--- src/rtl/floating_point_rounder.sv ---
// floating_point_rounder
// Rounding and exception-finalisation stage for float32 results. It applies
// the RISC-V rounding mode, fixes up overflow (upstream or caused by rounding),
// builds the {NV,DZ,OF,UF,NX} flag vector and keeps sticky accumulated flags.
// One registered output stage with a valid/ready handshake.
// Optional feature macro: ROUNDER_CANONICAL_NAN_EN (invalid beats return the
// RISC-V canonical NaN instead of passing result_i through).
module floating_point_rounder (
  input  logic        clk_i,
  input  logic        rst_n_i,
  input  logic        data_valid_i,
  output logic        ready_o,
  input  logic [31:0] result_i,
  input  logic [2:0]  round_bits_i,
  input  logic [2:0]  rounding_mode_i,
  input  logic        invalid_operation_i,
  input  logic        overflow_i,
  input  logic        underflow_i,
  output logic        data_valid_o,
  input  logic        ready_i,
  output logic [31:0] result_o,
  output logic [4:0]  flags_o,
  output logic [4:0]  fflags_o,
  input  logic        fflags_clear_i
);

  localparam logic [2:0]  RM_RNE = 3'd0;
  localparam logic [2:0]  RM_RTZ = 3'd1;
  localparam logic [2:0]  RM_RDN = 3'd2;
  localparam logic [2:0]  RM_RUP = 3'd3;
  localparam logic [2:0]  RM_RMM = 3'd4;
  localparam logic [30:0] MAG_INF = 31'h7F800000;
  localparam logic [30:0] MAG_MAX = 31'h7F7FFFFF;

  logic        sign;
  logic [7:0]  exponent;
  logic        g, r, s, lsb, any;
  logic        inc;
  logic        to_inf;
  logic [30:0] mag_inc;
  logic [31:0] sat_result;
  logic [31:0] next_result;
  logic [4:0]  next_flags;
  logic        capture;
  logic        out_hs;
  logic [4:0]  hs_flags;

  assign sign     = result_i[31];
  assign exponent = result_i[30:23];
  assign lsb      = result_i[0];
  assign {g, r, s} = round_bits_i;
  assign any      = g | r | s;

  assign ready_o  = !data_valid_o | ready_i;
  assign capture  = data_valid_i & ready_o;
  assign out_hs   = data_valid_o & ready_i;
  assign hs_flags = out_hs ? flags_o : 5'd0;

  // Increment decision and overflow saturation direction from the rounding mode
  always_comb begin
    inc    = 1'b0;
    to_inf = 1'b1;
    case (rounding_mode_i)
      RM_RTZ: begin
        inc    = 1'b0;
        to_inf = 1'b0;
      end
      RM_RDN: begin
        inc    = sign & any;
        to_inf = sign;
      end
      RM_RUP: begin
        inc    = !sign & any;
        to_inf = !sign;
      end
      RM_RMM: begin
        inc    = g;
        to_inf = 1'b1;
      end
      default: begin
        // RNE, and reserved encodings 5-7 behave as RNE
        inc    = g & (r | s | lsb);
        to_inf = 1'b1;
      end
    endcase
  end

  assign mag_inc    = result_i[30:0] + {30'd0, inc};
  assign sat_result = {sign, to_inf ? MAG_INF : MAG_MAX};

  // Result and flag selection; invalid wins, then upstream overflow/underflow,
  // then inf/NaN passthrough, then ordinary rounding
  always_comb begin
    next_result = result_i;
    next_flags  = 5'b00000;
    if (invalid_operation_i) begin
`ifdef ROUNDER_CANONICAL_NAN_EN
      next_result = 32'h7FC00000;
`else
      next_result = result_i;
`endif
      next_flags  = 5'b10000;
    end else if (overflow_i) begin
      next_result = sat_result;
      next_flags  = 5'b00101;
    end else if (underflow_i) begin
      next_result = result_i;
      next_flags  = 5'b00011;
    end else if (exponent == 8'hFF) begin
      next_result = result_i;
      next_flags  = 5'b00000;
    end else if (mag_inc[30:23] == 8'hFF) begin
      next_result = sat_result;
      next_flags  = 5'b00101;
    end else begin
      next_result = {sign, mag_inc};
      next_flags  = {4'b0000, any};
    end
  end

  // Output register stage: capture on input handshake, drop valid when drained
  always_ff @(posedge clk_i or negedge rst_n_i) begin
    if (!rst_n_i) begin
      data_valid_o <= 1'b0;
      result_o     <= 32'd0;
      flags_o      <= 5'd0;
    end else if (capture) begin
      data_valid_o <= 1'b1;
      result_o     <= next_result;
      flags_o      <= next_flags;
    end else if (out_hs) begin
      data_valid_o <= 1'b0;
    end
  end

  // Sticky flag accumulator, updated only by beats leaving on the output handshake
  always_ff @(posedge clk_i or negedge rst_n_i) begin
    if (!rst_n_i) begin
      fflags_o <= 5'd0;
    end else if (fflags_clear_i) begin
      fflags_o <= hs_flags;
    end else begin
      fflags_o <= fflags_o | hs_flags;
    end
  end

endmodule

--- config.mk ---
export PLATFORM = sky130hd
export DESIGN_NAME = floating_point_rounder
export DESIGN_NICKNAME = d
export VERILOG_FILES = /design/src/rtl/floating_point_rounder.sv
export SDC_FILE = /design/constraint.sdc
export NUM_CORES = 1
export LEC_CHECK = 0
export BUFFER_PORTS_ARGS = -buffer_cell sky130_fd_sc_hd__buf_2
export CORE_ASPECT_RATIO = 0.75
export CORE_MARGIN = 8
export CORE_UTILIZATION = 49
export DETAILED_ROUTE_END_ITERATION = 8
export PLACE_DENSITY_LB_ADDON = 0.25
export REMOVE_ABC_BUFFERS = 1
export SYNTH_ARGS = -nofsm -noshare
export SYNTH_HDL_FRONTEND = slang
export SYNTH_SLANG_ARGS = --single-unit
--- constraint.sdc ---
create_clock -name clk_i -period 1.6 [get_ports clk_i]
set_input_delay 0.24 -clock clk_i [delete_from_list [all_inputs] [get_ports clk_i]]
set_output_delay 0.24 -clock clk_i [all_outputs]
set_load 0.05 [all_outputs]
* Word-level counts from Yosys, hierarchy flattened
Cells that the tools add are included.
** Word-level totals
- Flip-flop bits (word level) :: 43
- Input bits :: 46
- Output and inout bits :: 44
- Logic and storage cells :: 42
** Operators by class
- Add/sub/neg operators :: 1
- Eq/ne operators :: 6
- Mux-type cells :: 17
- Bitwise operators :: 11
- Reductions and logical operators :: 3
** Operators by type and width (count)
- $mux W31 :: 5
- $add A31 B1 Y31 :: 1
- $mux W24 :: 1
- $eq A8 B8 Y1 const B :: 2
- $mux W5 :: 3
- $mux W3 :: 4
- $eq A3 B2 Y1 const B :: 2
- $and A1 B1 Y1 :: 5
- $or A1 B1 Y1 :: 5
- $or A5 B5 Y5 :: 1
- $pmux W1 S4 :: 1
- $eq A3 B1 Y1 const B :: 1
- $eq A3 B3 Y1 const B :: 1
- $pmux W1 S3 :: 1
- $logic_not A1 Y1 :: 2
- $mux W1 :: 2
- $reduce_bool A2 Y1 :: 1

* Logic depth before layout (Yosys ltp)
- Word-level depth :: 11
- Mapped depth :: 16
- Gate-level depth less buffers :: 14

* Least setup slack after synthesis
OpenSTA, ideal clock, no wires.
- Path type :: input-to-reg
- Start point :: in rounding_mode_i[1]
- End point :: reg result_o[14]
- Library setup time :: 139 ps
- Data arrival time :: 2996 ps
- Data required time :: 1461 ps
- Path slack :: -1534 ps
- Cell stages on the path :: 14
- Path buffers :: 0
- Path through :: nor2_1 > xnor2_1 > nor3_1 > a211oi_1 > ha_1 > ha_1 > nand3_1 > nor4_1 > a31oi_1 > or4_4 > a21o_4 > o21ai_1 > a21oi_1 > or4_1
** Between the ends
- Cells in the longest elaborated chain, start to end :: 9
- Elaborated cells on any way between the ends :: 14
- Classes of those cells :: 1 x add/sub; 5 x eq/ne; 8 x mux
** RTL lines
- from (decl) :: RTL line 15 : input logic [2:0] rounding_mode_i,
- $eq A3 B3 Y1, or another cell as far along :: RTL line 63 : case (rounding_mode_i)
- $pmux W1 S4 :: RTL line 63
- $add A31 B1 Y31 :: RTL line 88 : assign mag_inc = result_i[30:0] + {30'd0, inc};
- $eq A8 B8 Y1 :: RTL line 112 : end else if (mag_inc[30:23] == 8'hFF) begin
- $mux W31 :: RTL line 112
- $mux W31 :: RTL line 109 : end else if (exponent == 8'hFF) begin
- $mux W31 :: RTL line 106 : end else if (underflow_i) begin
- $mux W31 * :: RTL line 103 : end else if (overflow_i) begin
- $mux W31 * :: RTL line 96 : if (invalid_operation_i) begin
- to (signal assigned) :: RTL line 129 : result_o <= next_result;
- to (decl) :: RTL line 21 : output logic [31:0] result_o,
Every way passes the cells marked *; elsewhere a longest branch is shown, timed or not.
A chain may end at the register's enable or synchronous reset.

* Worst setup path after layout
- Start point :: in rounding_mode_i[1]
- End point :: reg result_o[8]
Same word-level chain as after synthesis.

==> results.rst <==
.. list-table::
   :header-rows: 1

   * - Metric
     - Value
   * - Result of the run
     - complete, but fails checks
   * - Violations in the final reports
     - setup timing
   * - Die area
     - 0.009801 mm2
   * - Post-placement worst setup slack
     - -1.849 ns
   * - Combined area of the multi-input logic cells
     - 0.002532 mm2
   * - Number of iterations in the first detailed-routing pass
     - 5
   * - Netlist area before placement
     - 0.003364 mm2
   * - Root buffer selected by CTS
     - clkbuf_8
   * - Required time of the critical path
     - 1.78 ns
   * - Slowest Stage Delay on Critical Path
     - 0.48 ns
   * - GRT Total Usage
     - 0.2777
   * - Detailed-placement wirelength estimate
     - 9.796 mm
   * - Horiz. Die Dim
     - 111.7 um
   * - Worst-case headroom to the max-slew limit
     - 0.05451
   * - Crit path setup slack, layout
     - -1.470 ns
   * - Fraction of synthesized cell area taken by the top area cell type
     - 0.3049
   * - Number of diodes
     - 0
   * - Via count of the first global-routing pass
     - 4317
   * - Number of antenna violations at the first check in global routing
     - 0
   * - DRC errors left
     - 0
   * - Post-synthesis cell type with the largest combined area
     - dfrtp_1
   * - Fraction of final layout cells sized beyond drive strength 1
     - 0.4689
   * - Setup repair after global routing missed its margin
     - true
   * - Clk sinks
     - 41
   * - # H-tree levels
     - 2
   * - Die Ht
     - 87.76 um
   * - Share of the cycle needed by the critical path after routing
     - 1.919
   * - Ports placed on the boundary
     - 90
   * - Number of enable flip-flop cells after synthesis
     - 0
   * - Layout fillers
     - 450
   * - #FFs+latches synth
     - 41
   * - Max Buffers Root-to-Sink
     - 2
   * - Iter 0 DRT Violations
     - 457
   * - Total power
     - 0.003684 W
   * - Leakage
     - 2.460 nW
   * - Count of endpoints failing hold in the final timing report
     - 0
   * - Via count normalized by instance count
     - 6.012
   * - Final Setup Violations
     - 33
   * - CTS tree
     - done
   * - Cell at the slowest stage of the critical path
     - or4_4
   * - Grt ovf
     - 0
   * - Clock transition at the register clock pins on the worst setup and hold paths after CTS
     - 0.08 ns
   * - Number of maximum-capacitance constraint violations
     - 0
   * - Highest fanout seen on the critical path
     - 6
   * - Sum of negative setup slack
     - -40.09 ns
   * - Detail-routed net length per standard cell
     - 18.99 um
   * - Final number of max-transition violations
     - 0
   * - Via count
     - 4467
   * - Placeable Area
     - 0.006734 mm2
   * - Library cell with the highest instance count after synthesis
     - nand2_1
   * - Final setup skew
     - 0.003614 ns
   * - Area overhead of the layout relative to synthesis
     - 62.70%
   * - Cell-by-cell listing of the critical path
     - buf_6, nor2_4, xnor2_2, a21oi_2, a211oi_2, ha_2, buf_6, nand4_1, nor2_4, a31oi_2, or4_4, a21o_4, nor2_4, buf_6, o211ai_2, a311o_1
   * - Count of port buffers added during placement
     - 87
   * - Mean instance size in the synthesized netlist
     - 7.578 um2
   * - Final ANT Viol Nets
     - 0
   * - Critical Path Source Type
     - primary input
   * - Async SR Flop Fraction
     - 1.000
   * - Largest net degree at the start of global routing
     - 42
   * - Clock buffer count from CTS
     - 5
   * - Synth unique cells
     - 68
   * - Critical path endpoint category
     - flop
   * - First-pass GRT wire length
     - 22.02 mm
   * - Total Wirelength
     - 14.11 mm
   * - Post-Syn Instances
     - 444
   * - Top cells by area in the synthesized netlist
     - dfrtp_1 30%, o21ai_0 7.3%, nand2_1 5.8%
   * - Data arrival, critical path
     - 3.25 ns
   * - Pin slew with the least headroom to its limit
     - 1.413 ns
   * - Peak VDD IR
     - 0.5355 mV
   * - Nets
     - 707
   * - Final critical delay including setup and external delays
     - 3.070 ns
   * - Path class of the lowest-slack min-delay path
     - in2reg
   * - Most frequent cells after synthesis
     - 52 x nand2_1, 49 x o21ai_0, 44 x nor2_1, 41 x dfrtp_1, 36 x a21oi_1
   * - Yosys warnings
     - 0
   * - Sequential fraction of the synthesis area
     - 0.3049
   * - P per Cell Area
     - 673.0 mW/mm2
   * - Register area
     - 0.001026 mm2
   * - Clock latency at the later pin of the worst-skew pair
     - 0.30 ns
   * - Crit Path Class
     - in2reg
   * - Highest clock rate
     - 325.7 MHz
   * - Post-synth top flop
     - dfrtp_1
   * - Placement Rows
     - 26
   * - Starting Density
     - 0.4996
   * - Last weighted congestion value of the routability-driven placer
     - 1.002
timing repair:
item,4_1_cts,5_1_grt
setup buffers,8,7
gates resized for setup,89,30
pin swaps,27,19
endpoints found under the setup margin,33,34
gates cloned,2,0
hold endpoints to repair,41,0
hold buffers,1,0
logic make-up (layout without fill, tap and decap cells):
logic type,count (synthesis),in the layout,synth area share
and+or+nand+nor,178,178,0.2704
AOI/OAI and AO/OA,157,158,0.3064
muxes,1,1,0.003347
other,1,2,0.001115
DFF,41,41,0.3049
xor gates and xnor gates,13,13,0.03384
buffers and inverters,50,263,0.06880
adders and majority gates,3,3,0.01116
where the power goes:
group	leakage, nW	internal (W)	switching (W)
Clock	0.0395	0.000311	0.000382
Sequential	0.501	0.00119	0.0000869
Combinational	1.92	0.000545	0.00117
per-layer routing:
layer / GRT usage / routed length (um)
met1: 0.3506 / 6018
met5: 0 / 0
met4: 0.08529 / 365
met3: 0.05579 / 1358
met2: 0.4715 / 6370
final timing paths:
path | depth (start not counted) | slack (ns) | startpoint | end
worst max-delay path | 16 | -1.47 | rounding_mode_i[1] | result_o[8]
worst min register to register | 2 | 0.48 | result_o[29] | result_o[29]
min in group asynchronous | 3 | 0.45 | rst_n_i | result_o[25]
worst min-delay path | 2 | 0.18 | data_valid_i | data_valid_o
worst max register to register | 6 | -0.71 | data_valid_o | result_o[11]
max in group asynchronous | 3 | 0.95 | rst_n_i | result_o[6]
critical path, delay by kind of cell:
kind	cells	cell delay, ns
adder cells (fa/ha/maj)	1	0.27
XOR/XNOR	1	0.14
AO/OA/AOI/OAI	6	1.11
buffers and inverters	3	0.36
AND/OR/NAND/NOR	5	1.12
registers in the layout, summed over array words and instances, names as in the netlist:
signal and flops:
result_o 32, fflags_o 4, flags_o 4, data_valid_o 1
area by class of cell:
type	count	area share
tap	84	0.01920
sequential	41	0.1874
clock buffer	8	0.01463
timing repair buffer	234	0.3017
inverter	21	0.01440
multi-input combinational	355	0.4626
layout by cell type, fill, tap and decap left out, types with 7 or more instances in the layout:
| cell type | count |
|---|---|
| o21ai_1 | 22 |
| buf_4 | 127 |
| nor2_1 | 40 |
| a21oi_1 | 31 |
| a221oi_2 | 8 |
| nand4_1 | 7 |
| xnor2_1 | 8 |
| o21ai_0 | 26 |
| nand2_1 | 50 |
| buf_6 | 18 |
| o211ai_1 | 10 |
| nand3_1 | 12 |
| and2_1 | 8 |
| buf_2 | 85 |
| dfrtp_1 | 41 |
| inv_1 | 21 |
| and3_1 | 7 |
stage by stage:
stage,hold slack (ns),instance area (um2),cells,util
2_1_floorplan,-0.05559,3216,416,-
3_3_place_gp,0.2319,4785,719,0.7105
3_5_place_dp,0.2394,4785,719,0.7105
4_1_cts,0.1680,5295,737,0.7863
5_1_grt,0.1868,5474,743,0.8129
6_report,0.1801,5474,743,0.8129
No activity file was read; power rests on OpenSTA's default activity.
